$ cat src/rtl/alu_pipe.sv
// Two-stage valid/ready ALU: S1 captures operands, S2 holds the computed result and flags.
// Enable low freezes every register and masks both handshake outputs.
module alu_pipe #(
    parameter int DATA_WIDTH = 8,
    parameter int OUT_WIDTH  = 2 * DATA_WIDTH
) (
    input  logic                  CLK,
    input  logic                  RST,
    input  logic                  Enable,
    input  logic                  IN_VALID,
    output logic                  IN_READY,
    input  logic [3:0]            ALU_FUN,
    input  logic [DATA_WIDTH-1:0] A,
    input  logic [DATA_WIDTH-1:0] B,
    output logic [OUT_WIDTH-1:0]  ALU_OUT,
    output logic                  OUT_VALID,
    input  logic                  OUT_READY,
    output logic                  CARRY,
    output logic                  DIV_ERR
);

    localparam int SHAMT_W = $clog2(DATA_WIDTH);

    logic                  s1_valid;
    logic                  s2_valid;
    logic [3:0]            s1_fun;
    logic [DATA_WIDTH-1:0] s1_a;
    logic [DATA_WIDTH-1:0] s1_b;

    logic s2_free;
    logic s1_adv;
    logic accept;
    logic pop;

    assign s2_free   = !s2_valid || OUT_READY;
    assign s1_adv    = s1_valid && s2_free && Enable;
    assign IN_READY  = Enable && (!s1_valid || s2_free);
    assign accept    = IN_VALID && IN_READY;
    assign pop       = s2_valid && OUT_READY;
    assign OUT_VALID = s2_valid && Enable;

    // Narrow intermediates are zero-extended only after the op, so NAND/NOR never set upper bits.
    logic [SHAMT_W-1:0]    sh;
    logic [SHAMT_W:0]      rot_r;
    logic [DATA_WIDTH:0]   add_w;
    logic [OUT_WIDTH-1:0]  ext_a;
    logic [OUT_WIDTH-1:0]  ext_b;
    logic [DATA_WIDTH-1:0] and_w;
    logic [DATA_WIDTH-1:0] or_w;
    logic [DATA_WIDTH-1:0] nand_w;
    logic [DATA_WIDTH-1:0] nor_w;
    logic [DATA_WIDTH-1:0] srl_w;
    logic [DATA_WIDTH-1:0] sll_w;
    logic [DATA_WIDTH-1:0] sra_w;
    logic [DATA_WIDTH-1:0] rol_w;

    assign sh     = s1_b[SHAMT_W-1:0];
    assign rot_r  = (SHAMT_W + 1)'(DATA_WIDTH) - {1'b0, sh};
    assign add_w  = {1'b0, s1_a} + {1'b0, s1_b};
    assign ext_a  = OUT_WIDTH'(s1_a);
    assign ext_b  = OUT_WIDTH'(s1_b);
    assign and_w  = s1_a & s1_b;
    assign or_w   = s1_a | s1_b;
    assign nand_w = ~(s1_a & s1_b);
    assign nor_w  = ~(s1_a | s1_b);
    assign srl_w  = s1_a >> sh;
    assign sll_w  = s1_a << sh;
    assign sra_w  = $signed(s1_a) >>> sh;
    assign rol_w  = (s1_a << sh) | (s1_a >> rot_r);

    logic [OUT_WIDTH-1:0] res;
    logic                 carry_n;
    logic                 div_err_n;

    always_comb begin
        res       = '0;
        carry_n   = 1'b0;
        div_err_n = 1'b0;
        case (s1_fun)
            4'b0000: begin
                res     = OUT_WIDTH'(add_w);
                carry_n = add_w[DATA_WIDTH];
            end
            4'b0001: begin
                res     = ext_a - ext_b;
                carry_n = (s1_a < s1_b);
            end
            4'b0010: res = ext_a * ext_b;
            4'b0011: begin
                if (s1_b == '0) begin
                    res       = '1;
                    div_err_n = 1'b1;
                end else begin
                    res = ext_a / ext_b;
                end
            end
            4'b0100: res = OUT_WIDTH'(and_w);
            4'b0101: res = OUT_WIDTH'(or_w);
            4'b0110: res = OUT_WIDTH'(nand_w);
            4'b0111: res = OUT_WIDTH'(nor_w);
            4'b1000: res = '0;
            4'b1001: res = (s1_a == s1_b) ? OUT_WIDTH'(1) : '0;
            4'b1010: res = (s1_a > s1_b)  ? OUT_WIDTH'(2) : '0;
            4'b1011: res = (s1_a < s1_b)  ? OUT_WIDTH'(3) : '0;
            4'b1100: res = OUT_WIDTH'(srl_w);
            4'b1101: res = OUT_WIDTH'(sll_w);
            4'b1110: res = OUT_WIDTH'(sra_w);
            4'b1111: res = OUT_WIDTH'(rol_w);
            default: res = '0;
        endcase
    end

    always_ff @(posedge CLK or negedge RST) begin
        if (!RST) begin
            s1_valid <= 1'b0;
            s2_valid <= 1'b0;
            s1_fun   <= '0;
            s1_a     <= '0;
            s1_b     <= '0;
            ALU_OUT  <= '0;
            CARRY    <= 1'b0;
            DIV_ERR  <= 1'b0;
        end else if (Enable) begin
            if (accept) begin
                s1_valid <= 1'b1;
                s1_fun   <= ALU_FUN;
                s1_a     <= A;
                s1_b     <= B;
            end else if (s1_adv) begin
                s1_valid <= 1'b0;
            end

            // A push into S2 wins over a pop, so pop+push in one edge keeps S2 full.
            if (s1_adv) begin
                s2_valid <= 1'b1;
                ALU_OUT  <= res;
                CARRY    <= carry_n;
                DIV_ERR  <= div_err_n;
            end else if (pop) begin
                s2_valid <= 1'b0;
            end
        end
    end

endmodule

$ cat config.mk
export PLATFORM = sky130hd
export DESIGN_NAME = alu_pipe
export DESIGN_NICKNAME = d
export VERILOG_FILES = /design/src/rtl/alu_pipe.sv
export SDC_FILE = /design/constraint.sdc
export NUM_CORES = 1
export LEC_CHECK = 0
export ABC_CLOCK_PERIOD_IN_PS = 32400
export CAP_MARGIN = 20
export CORE_MARGIN = 2
export CORE_UTILIZATION = 25
export CTS_CLUSTER_DIAMETER = 150
export DETAILED_ROUTE_END_ITERATION = 8
export GPL_ROUTABILITY_DRIVEN = 0
export PLACE_DENSITY = 0.47
export SYNTH_ARGS = -nofsm -noshare
export SYNTH_HDL_FRONTEND = slang
export SYNTH_SLANG_ARGS = --single-unit
$ cat constraint.sdc
create_clock -name CLK -period 32.4 [get_ports CLK]
set_clock_uncertainty 0.1 [all_clocks]
set_input_delay 6.48 -clock CLK [delete_from_list [all_inputs] [get_ports CLK]]
set_output_delay 6.48 -clock CLK [all_outputs]
set_load 0.1 [all_outputs]
## Yosys cells after proc, flatten, opt, wreduce, memory -nomap -nowiden

Index checks and enable logic that the tools add are counted.

| word-level totals | value |
|---|---|
| register bits | 40 |
| latch bits | 0 |
| RAM bits | 0 |
| bits in read-only memories | 0 |
| input bits | 25 |
| output and inout port bits | 20 |
| logic and storage cells | 70 |
| memories | 0 |

| operators by class | value |
|---|---|
| add/sub/neg operators | 3 |
| $mul | 1 |
| divide/modulo/power cells | 1 |
| magnitude comparators | 2 |
| equality and inequality tests | 16 |
| shift operators | 4 |
| mux-type cells | 12 |
| bitwise gates (word level) | 5 |
| reduce and logical (&&, ||, !) cells | 18 |

Operators with widths:

| operator | number |
|---|---|
| $pmux 16 s16 | 1 |
| $eq 4x4->1 const B | 8 |
| $div 8x8->16 | 1 |
| $eq 4x3->1 const B | 4 |
| $mul 8x8->16 | 1 |
| $mux 16 | 1 |
| $not 8->8 | 2 |
| $or 8x8->8 | 2 |
| $add 8x8->9 | 1 |
| $sub 8x8->9 | 1 |
| $and 8x8->8 | 1 |
| $eq 4x2->1 const B | 2 |
| $eq 8x8->1 | 1 |
| $gt 8x8->1 | 1 |
| $logic_not 8->1 | 1 |
| $lt 8x8->1 | 1 |
| $reduce_and 2->1 | 4 |
| $shl 8x3->8 | 1 |
| $shr 8x3->8 | 1 |
| $shr 8x4->8 | 1 |
| $sshr 8x3->8 | 1 |
| $mux 1 | 7 |
| $logic_and 1x1->1 | 6 |
| $eq 4x1->1 const B | 1 |
| other kinds (7) | 11 |

## Logic depth before layout (Yosys ltp)

Gate-level depths: netlist of run 1.

| depth | value |
|---|---|
| word-level depth | 7 |
| depth in mapped cells | 151 |
| gate-level depth less buffers | 141 |

## Least setup slack after synthesis of run 1

OpenSTA, ideal clock, no wires.

| timing path | value |
|---|---|
| kind | reg2reg |
| start point | register s1_b[1] |
| end point | register ALU_OUT[0] |
| setup time | 134 ps |
| data arrival time | 29633 ps |
| required time | 32166 ps |
| path slack | 2533 ps |
| cell stages (with the launch flop) | 143 |
| buffers on the path | 11 |
| clock period less this slack | 29867 ps |
| path through | dfrtp_1 > inv_1 > buf_1 > ha_1 > nand2b_1 > nor3_1 > a21oi_1 > nor2_1 > ha_1 > o21ai_0 > a21o_1 > nor2_1 > o31ai_1 > ha_1 > or4b_2 > nand4_1 > o21ai_2 > ha_1 > [... 107 more ...] > o221a_2 > nand2_1 > buf_2 > nor2_1 > a21oi_1 > ha_1 > a21oi_1 > nor2b_1 > o21ai_0 > nand2b_1 > a21oi_1 > nor2b_1 > o21ai_0 > nand2b_1 > a2111oi_0 > o211ai_1 > nor4_1 > a31oi_1 |

| between the ends | value |
|---|---|
| word-level cells in the longest chain between the ends | 4 |
| elaborated cells on any way between the ends | 14 |
| classes of those cells | add/sub: 1; div: 1; order compare: 1; eq/ne: 1; shift: 4; mux: 4; bitwise: 1; reduce/logical: 1 |

Ends and longest elaborated chain:

| item | line | text |
|---|---|---|
| from (decl) | 28 | `logic [DATA_WIDTH-1:0] s1_b;` |
| from (signal assigned) | 119 | `s1_b <= '0;` |
| from (signal assigned) | 128 | `s1_b <= B;` |
| branches (longest 3 deep; another with $div 8x8->16) | -- |  |
| $pmux 16 s16 * | 79 | `case (s1_fun)` |
| to (signal assigned) | 136 | `ALU_OUT <= res;` |
| to (decl) | 15 | `output logic [OUT_WIDTH-1:0] ALU_OUT,` |

Every way passes the cells marked *.
A chain may end at the register's enable or synchronous reset.

## Worst setup path after layout of run 1

| timing path | value |
|---|---|
| start point | register s1_b[0] |
| end point | register ALU_OUT[0] |

The elaborated chain is that of the path after synthesis.

==> summary.txt, run 1 <==
Logic synthesis
  – Post-synth EDFFs: 0
  – Top_reg_cell synth: dfrtp_1
  – Seq/Total Area, Yosys: 9.13%
  – Avg Cell Area, Syn: 7.57 um2
  – Seq cells post-synth: 40
  – Post-synthesis cell area: 0.0110 mm2
  – Post-synthesis cell count: 1,448
  – Distinct cells, synth: 94
  – Synth Warn #: 0
  – Post-synthesis async set-or-reset flop share: 100%

Timing
  – Period utilisation layout: 92.7%
  – Rel. slew slack: 32.5%
  – Final Max Tran Viols: 0
  – Setup tns final: 0 ns
  – Setup violators final: 0
  – Final min period: 30.02 ns
  – Fmax: 33.3 MHz
  – RSZ-0062 raised after global routing: false
  – Hold Fails Final Rpt: 0
  – Worst-margin pin slew: 1.01 ns

Routing
  – Post-route ant nets: 0
  – Final WL: 37,500 um
  – Wire per inst: 18.1 um
  – Vias: 10,808
  – Routed vias/inst: 5.22
  – First DRT Iteration DRCs: 617
  – Post-route DRC: 0
  – Drt pass-1 iters: 5

Setup path
  – Flop-to-flop setup slack: 2.38 ns
  – Reg-to-Reg End: ALU_OUT[0]$_DFFE_PN0P_
  – Critical Path Source Type: flop
  – CP max stage cell: or4b_2
  – CP max stage delay: 0.64 ns
  – Critical path type: flop to flop
  – Most used cell along the critical path: o21a_1
  – Worst setup EP type: flop
  – Worst R2R Start: s1_b[0]$_DFFE_PN0P_
  – Worst Reg-to-Reg Cells: 135
  – WP data required: 32.50 ns
  – Crit-path max FO: 18
  – WP data arrival: 30.12 ns

Clock network
  – Reg clk slew, reported paths: 0.07 ns
  – Clock latency on the worst-skew pair: 0.33 ns
  – Num Clock Sinks: 40
  – Clock tree buffer depth: 2
  – CTS Buf Count: 5
  – CTS Root Cell: clkbuf_16
  – CTS H-tree lvls: 2
  – TritonCTS clock tree: yes

Global route
  – Largest net degree at the start of global routing: 41
  – Met1 usage: 21.4%
  – GR met2 Demand/Resource: 28.7%
  – GR peak layer: met2
  – Global-route met3 utilization: 1.85%
  – GRT Residual Overflow: 0
  – Initial antenna violation count: 1
  – First-pass GRT wire length: 58,500 um
  – Gr usage total: 16.5%
  – Vias in the first global route: 10,551

Min path
  – Hold path cells: 2
  – Worst min path class: flop to flop
  – Hold path endpoint: ALU_OUT[3]$_DFFE_PN0P_
  – Hold path start: ALU_OUT[3]$_DFFE_PN0P_

Cells and area
  – Share of cells above drive strength 1: 9.90%
  – Number of diodes: 0
  – Area grow syn2layout: 13.6%
  – Non-Filler Instances: 2,070
  – Nets: 1,711

Placement
  – Input/output buffers: 44
  – DP HPWL: 29,300 um
  – Dpl cells: 2,057

Floorplanning
  – Ports: 45
  – Full die area: 0.0456 mm2
  – Core ar.: 0.0432 mm2
  – Height of the die: 213 um
  – Rows: 76
  – Die width: 213 um
  – Initial Utilization: 25.4%

Flow run
  – MaxCap Viol Count: 0

Outcome
  – Outcome: finished, final reports clean
==> kinds of logic after synthesis <==
logic type	count (synthesis)	share of synthesized area, %
multiplexers	70	7.51
AND/OR/NAND/NOR	493	21.1
other	1	0.0342
AO/OA/AOI/OAI	421	25.8
flip-flops	40	9.13
XOR/XNOR	65	5.19
buffers and inverters	156	5.59
adder cells (fa/ha/maj)	202	25.6
==> flip-flops by register name, summed over array words and instances (netlist names) <==
name      cells
ALU_OUT      16
s2_valid      1
DIV_ERR       1
s1_b          8
s1_valid      1
s1_fun        4
CARRY         1
s1_a          8
==> synthesized netlist by cell type (all sizes together) (5+ instances only) <==
master / count / area, um2
nor3: 56 / 280
a2111oi: 12 / 113
inv: 98 / 368
xnor2: 45 / 394
mux2i: 17 / 170
nand4: 7 / 43.8
mux2: 49 / 563
ha: 164 / 2050
o31ai: 19 / 148
o22ai: 16 / 100
fa: 38 / 761
a311oi: 5 / 43.8
o21ai: 78 / 394
a21o: 28 / 210
or4: 6 / 48.8
nor2: 180 / 678
a21oi: 107 / 539
o31a: 5 / 43.8
a31oi: 13 / 81.3
nand2: 121 / 454
o21a: 40 / 300
o21bai: 9 / 67.6
or2: 13 / 81.3
xor2: 20 / 175
o211ai: 16 / 120
nor4: 9 / 77.6
dfrtp: 40 / 1000
nand3: 19 / 95.1
a21boi: 8 / 63.8
a22oi: 5 / 42.5
a211oi: 13 / 97.6
or3: 20 / 130
clkbuf: 44 / 165
and3: 7 / 48.8
nor2b: 16 / 100
buf: 10 / 65.1
nand2b: 13 / 81.3
and2: 12 / 75.1
==> worst max path at each step <==
| stage | start | slack [ns] | to | cells past startpoint |
|---|---|---|---|---|
| 2_1_floorplan | s1_b[1]$_DFFE_PN0P_ | 2.53 | ALU_OUT[0]$_DFFE_PN0P_ | 142 |
| 3_3_place_gp | s1_b[0]$_DFFE_PN0P_ | 1.15 | ALU_OUT[0]$_DFFE_PN0P_ | 132 |
| 3_5_place_dp | s1_b[0]$_DFFE_PN0P_ | 0.28 | ALU_OUT[0]$_DFFE_PN0P_ | 134 |
| 4_1_cts | s1_b[0]$_DFFE_PN0P_ | 0.12 | ALU_OUT[0]$_DFFE_PN0P_ | 134 |
| 5_1_grt | s1_b[0]$_DFFE_PN0P_ | 0.07 | ALU_OUT[0]$_DFFE_PN0P_ | 137 |
| 6_report | s1_b[0]$_DFFE_PN0P_ | 2.38 | ALU_OUT[0]$_DFFE_PN0P_ | 135 |
==> critical path, delay by kind of cell (launching register included) <==
kind,cells,cell delay (ns)
multiplexers,10,2.95
AND/OR/NAND/NOR,32,5.95
flip-flops,1,0.36
AO/OA/AOI/OAI,72,14.90
buffers and inverters,5,0.95
adder cells (fa/ha/maj),16,4.64
==> per-stage QoR <==
stage / setup slack (ns) / area [um2] / util, % / hold WS (ns)
2_1_floorplan: 2.53 / 11000 / - / 0.350
3_3_place_gp: 1.15 / 12100 / 28.1 / 0.366
3_5_place_dp: 0.284 / 12100 / 28.1 / 0.374
4_1_cts: 0.121 / 12300 / 28.5 / 0.388
5_1_grt: 0.0716 / 12500 / 28.9 / 0.422
6_report: 2.38 / 12500 / 28.9 / 0.383
==> timing repair <==
action / in CTS / in global routing
buffers inserted: 0 / 2
endpoints found under the setup margin: 0 / 2
gates resized for setup: 0 / 24
hold buffers: 0 / 0
==> per-layer routing <==
layer	wire (um)	share of wire, %
met5	0	0
met4	942	2.5
met3	1500	4.0
met2	18300	49
met1	16700	45
==> layout make-up <==
type | count | area [um2]
repair buffers | 75 | 668
clock inverters | 2 | 38.8
multi-input cells | 1260 | 9500
fillers | 4716 | 30700
inverters | 102 | 383
flip-flops and latches | 40 | 1000
clock buffers | 6 | 139
well taps | 585 | 732
==> layout by cell type (no fill, tap or decap), drive strengths merged, types with 6 or more instances in the layout <==
cell type / n
o21a: 40
buf: 31
xor2: 20
nor2: 180
nor4: 9
or2: 13
xnor2: 45
and2: 13
a2111oi: 12
o21ai: 78
inv: 98
or4: 6
nor3: 56
a211oi: 13
dfrtp: 40
nand2b: 13
conb: 8
nand2: 121
nand3: 19
o31ai: 19
a31oi: 13
clkdlybuf4s50: 43
clkbuf: 7
nand4: 7
nor2b: 16
mux2i: 17
a21o: 28
o21bai: 9
mux2: 49
or3: 20
o22ai: 16
o211ai: 16
ha: 164
a21oi: 107
and3: 7
fa: 38
a21boi: 8
Power of run 1 is not shown: default switching activity piles up to over one toggle a cycle in this logic, so the estimate is an artifact.
==> run 2, diff against run 1 <==
- CAP_MARGIN: 20 -> 10
==> summary.txt, run 2 (synthesis results as in run 1) <==
Clock network
  – Post-CTS Hold Buffers: 0 (unchanged)
  – TritonCTS clock tree: yes (unchanged)
  – CTS H-tree lvls: 2 (unchanged)
  – CTS Buf Count: 5 (unchanged)
  – Clock tree buffer depth: 2 (unchanged)
  – Clock latency on the worst-skew pair: 0.33 ns (about the same)
  – Num Clock Sinks: 40 (unchanged)
  – Reg clk slew, reported paths: 0.07 ns (about the same)
  – CTS Root Cell: clkbuf_16 (unchanged)

Outcome
  – Outcome: finished, final reports clean (unchanged)

Global route
  – Initial antenna violation count: 1 (unchanged)
  – First-pass GRT wire length: 58,500 um (unchanged)
  – Largest net degree at the start of global routing: 41 (unchanged)
  – Gr usage total: 16.5% (unchanged)
  – Vias in the first global route: 10,551 (unchanged)
  – GRT Residual Overflow: 0 (unchanged)

Floorplanning
  – Core ar.: 0.0432 mm2 (unchanged)
  – Initial Utilization: 25.4% (unchanged)
  – Rows: 76 (unchanged)
  – Die width: 213 um (unchanged)
  – Height of the die: 213 um (unchanged)
  – Full die area: 0.0456 mm2 (unchanged)
  – Ports: 45 (unchanged)

Setup path
  – Worst Reg-to-Reg Cells: 136 (was 135)
  – Critical path type: flop to flop (unchanged)
  – Worst setup EP type: flop (unchanged)
  – Crit-path max FO: 18 (unchanged)
  – CP max stage cell: or4b_2 (unchanged)
  – Critical Path Source Type: flop (unchanged)
  – CP delay by family, top: compound AO/OA/AOI/OAI gates (unchanged)
  – Buf+Inv Stages, Crit Path: 5 (unchanged)
  – WP data arrival: 30.11 ns (was 30.12 ns)
  – Most used cell along the critical path: o21a_1 (unchanged)
  – CP max stage delay: 0.64 ns (about the same)
  – Crit path depth: 136 (was 135)
  – WP data required: 32.50 ns (about the same)

Timing
  – Rel. slew slack: 29.4% (was 32.5%)
  – Period utilisation layout: 92.6% (was 92.7%)
  – Hold Fails Final Rpt: 0 (unchanged)
  – Worst-margin pin slew: 1.05 ns (was 1.01 ns)
  – Final min period: 30.02 ns (about the same)
  – RSZ-0062 raised after global routing: false (unchanged)
  – Setup tns final: 0 ns (unchanged)
  – Setup violators final: 0 (unchanged)
  – Final Max Tran Viols: 0 (unchanged)
  – Fmax: 33.3 MHz (about the same)

Cells and area
  – Most common cell after layout, fill and taps aside: nor2_1 (unchanged)
  – Nets: 1,710 (was 1,711)
  – Share of cells above drive strength 1: 9.84% (was 9.90%)
  – Number of flip-flops in the largest register: 16 (unchanged)
  – Biggest regs: ALU_OUT (16), s1_a (8), s1_b (8) (unchanged)
  – Largest Register: ALU_OUT (unchanged)
  – Number of diodes: 0 (unchanged)
  – Highest-count cells in the layout ignoring fill and taps: nor2_1, ha_1, nand2_1 (unchanged)
  – Area grow syn2layout: 13.5% (was 13.6%)

Min path
  – Hold path cells: 2 (unchanged)
  – Worst min path class: flop to flop (unchanged)

Routing
  – Drt pass-1 iters: 5 (unchanged)
  – Final WL: 37,400 um (was 37,500 um)
  – Routed vias/inst: 5.25 (was 5.22)
  – Post-route DRC: 0 (unchanged)
  – Vias: 10,856 (was 10,808)
  – First DRT Iteration DRCs: 612 (was 617)
  – Post-route ant nets: 0 (unchanged)
  – Wire per inst: 18.1 um (about the same)

Flow run
  – MaxCap Viol Count: 0 (unchanged)

Placement
  – Input/output buffers: 44 (unchanged)
  – DP HPWL: 29,300 um (unchanged)
## run 2: path summary, 6_finish.rpt
kind | from | to | slack (ns)
worst max-delay path | s1_b[0]$_DFFE_PN0P_ | ALU_OUT[0]$_DFFE_PN0P_ | 2.38
worst min-delay path | ALU_OUT[6]$_DFFE_PN0P_ | ALU_OUT[6]$_DFFE_PN0P_ | 0.38
worst max register to register | s1_b[0]$_DFFE_PN0P_ | ALU_OUT[0]$_DFFE_PN0P_ | 2.38
worst min register to register | ALU_OUT[6]$_DFFE_PN0P_ | ALU_OUT[6]$_DFFE_PN0P_ | 0.38
max in group asynchronous | RST | s1_fun[3]$_DFFE_PN0P_ | 25.59
min in group asynchronous | RST | CARRY$_DFFE_PN0P_ | 6.17
## run 2: tightest hold or removal path, delay by kind of cell (launching register included)
family	cells	cell delay, ns
flops	1	0.34
simple gates	1	0.05
compound gates	1	0.06
## run 2: layout make-up
type / instances / area (um2)
Inverter: 102 / 383
Timing Repair Buffer: 74 / 661
Clock inverter: 2 / 38.8
Tap cell: 585 / 732
Fill cell: 4716 / 30700
Sequential cell: 40 / 1000
Clock buffer: 6 / 139
Multi-Input combinational cell: 1260 / 9500
## run 2: metrics by stage
| stage | setup WS (ns) | util [%] | cells | area [um2] | hold WS, ns |
|---|---|---|---|---|---|
| 3_3_place_gp | 1.15 | 28.1 | 2057 | 12100 | 0.366 |
| 5_1_grt | 0.0715 | 28.8 | 2069 | 12500 | 0.422 |
| 4_1_cts | 0.121 | 28.5 | 2065 | 12300 | 0.388 |
| 3_5_place_dp | 0.284 | 28.1 | 2057 | 12100 | 0.374 |
| 2_1_floorplan | 2.53 | - | 1455 | 11000 | 0.350 |
| 6_report | 2.38 | 28.8 | 2069 | 12500 | 0.383 |
## run 2: timing repair
action | CTS | global route
hold endpoints to repair | 0 | 0
buffers inserted | 0 | 2
endpoints found under the setup margin | 0 | 2
resized for setup | 0 | 24
## run 2: metal layers
layer / vias to the layer above / GRT usage [%] / share of wire (%)
met3: 50 / 1.85 / 3.7
met1: 5228 / 21.4 / 45
met4: 0 / 5.08 / 2.5
li1: 5341 / - / -
met5: - / 0 / 0
met2: 237 / 28.7 / 49
Power of run 2 is left out for the same reason.
==> run 3, diff against run 2 <==
- SETUP_SLACK_MARGIN: not set -> 0.05
==> results of run 3 <==
The final DEF is identical to that of run 2; final timing and power are the same.
Power of run 3 is left out for the same reason.
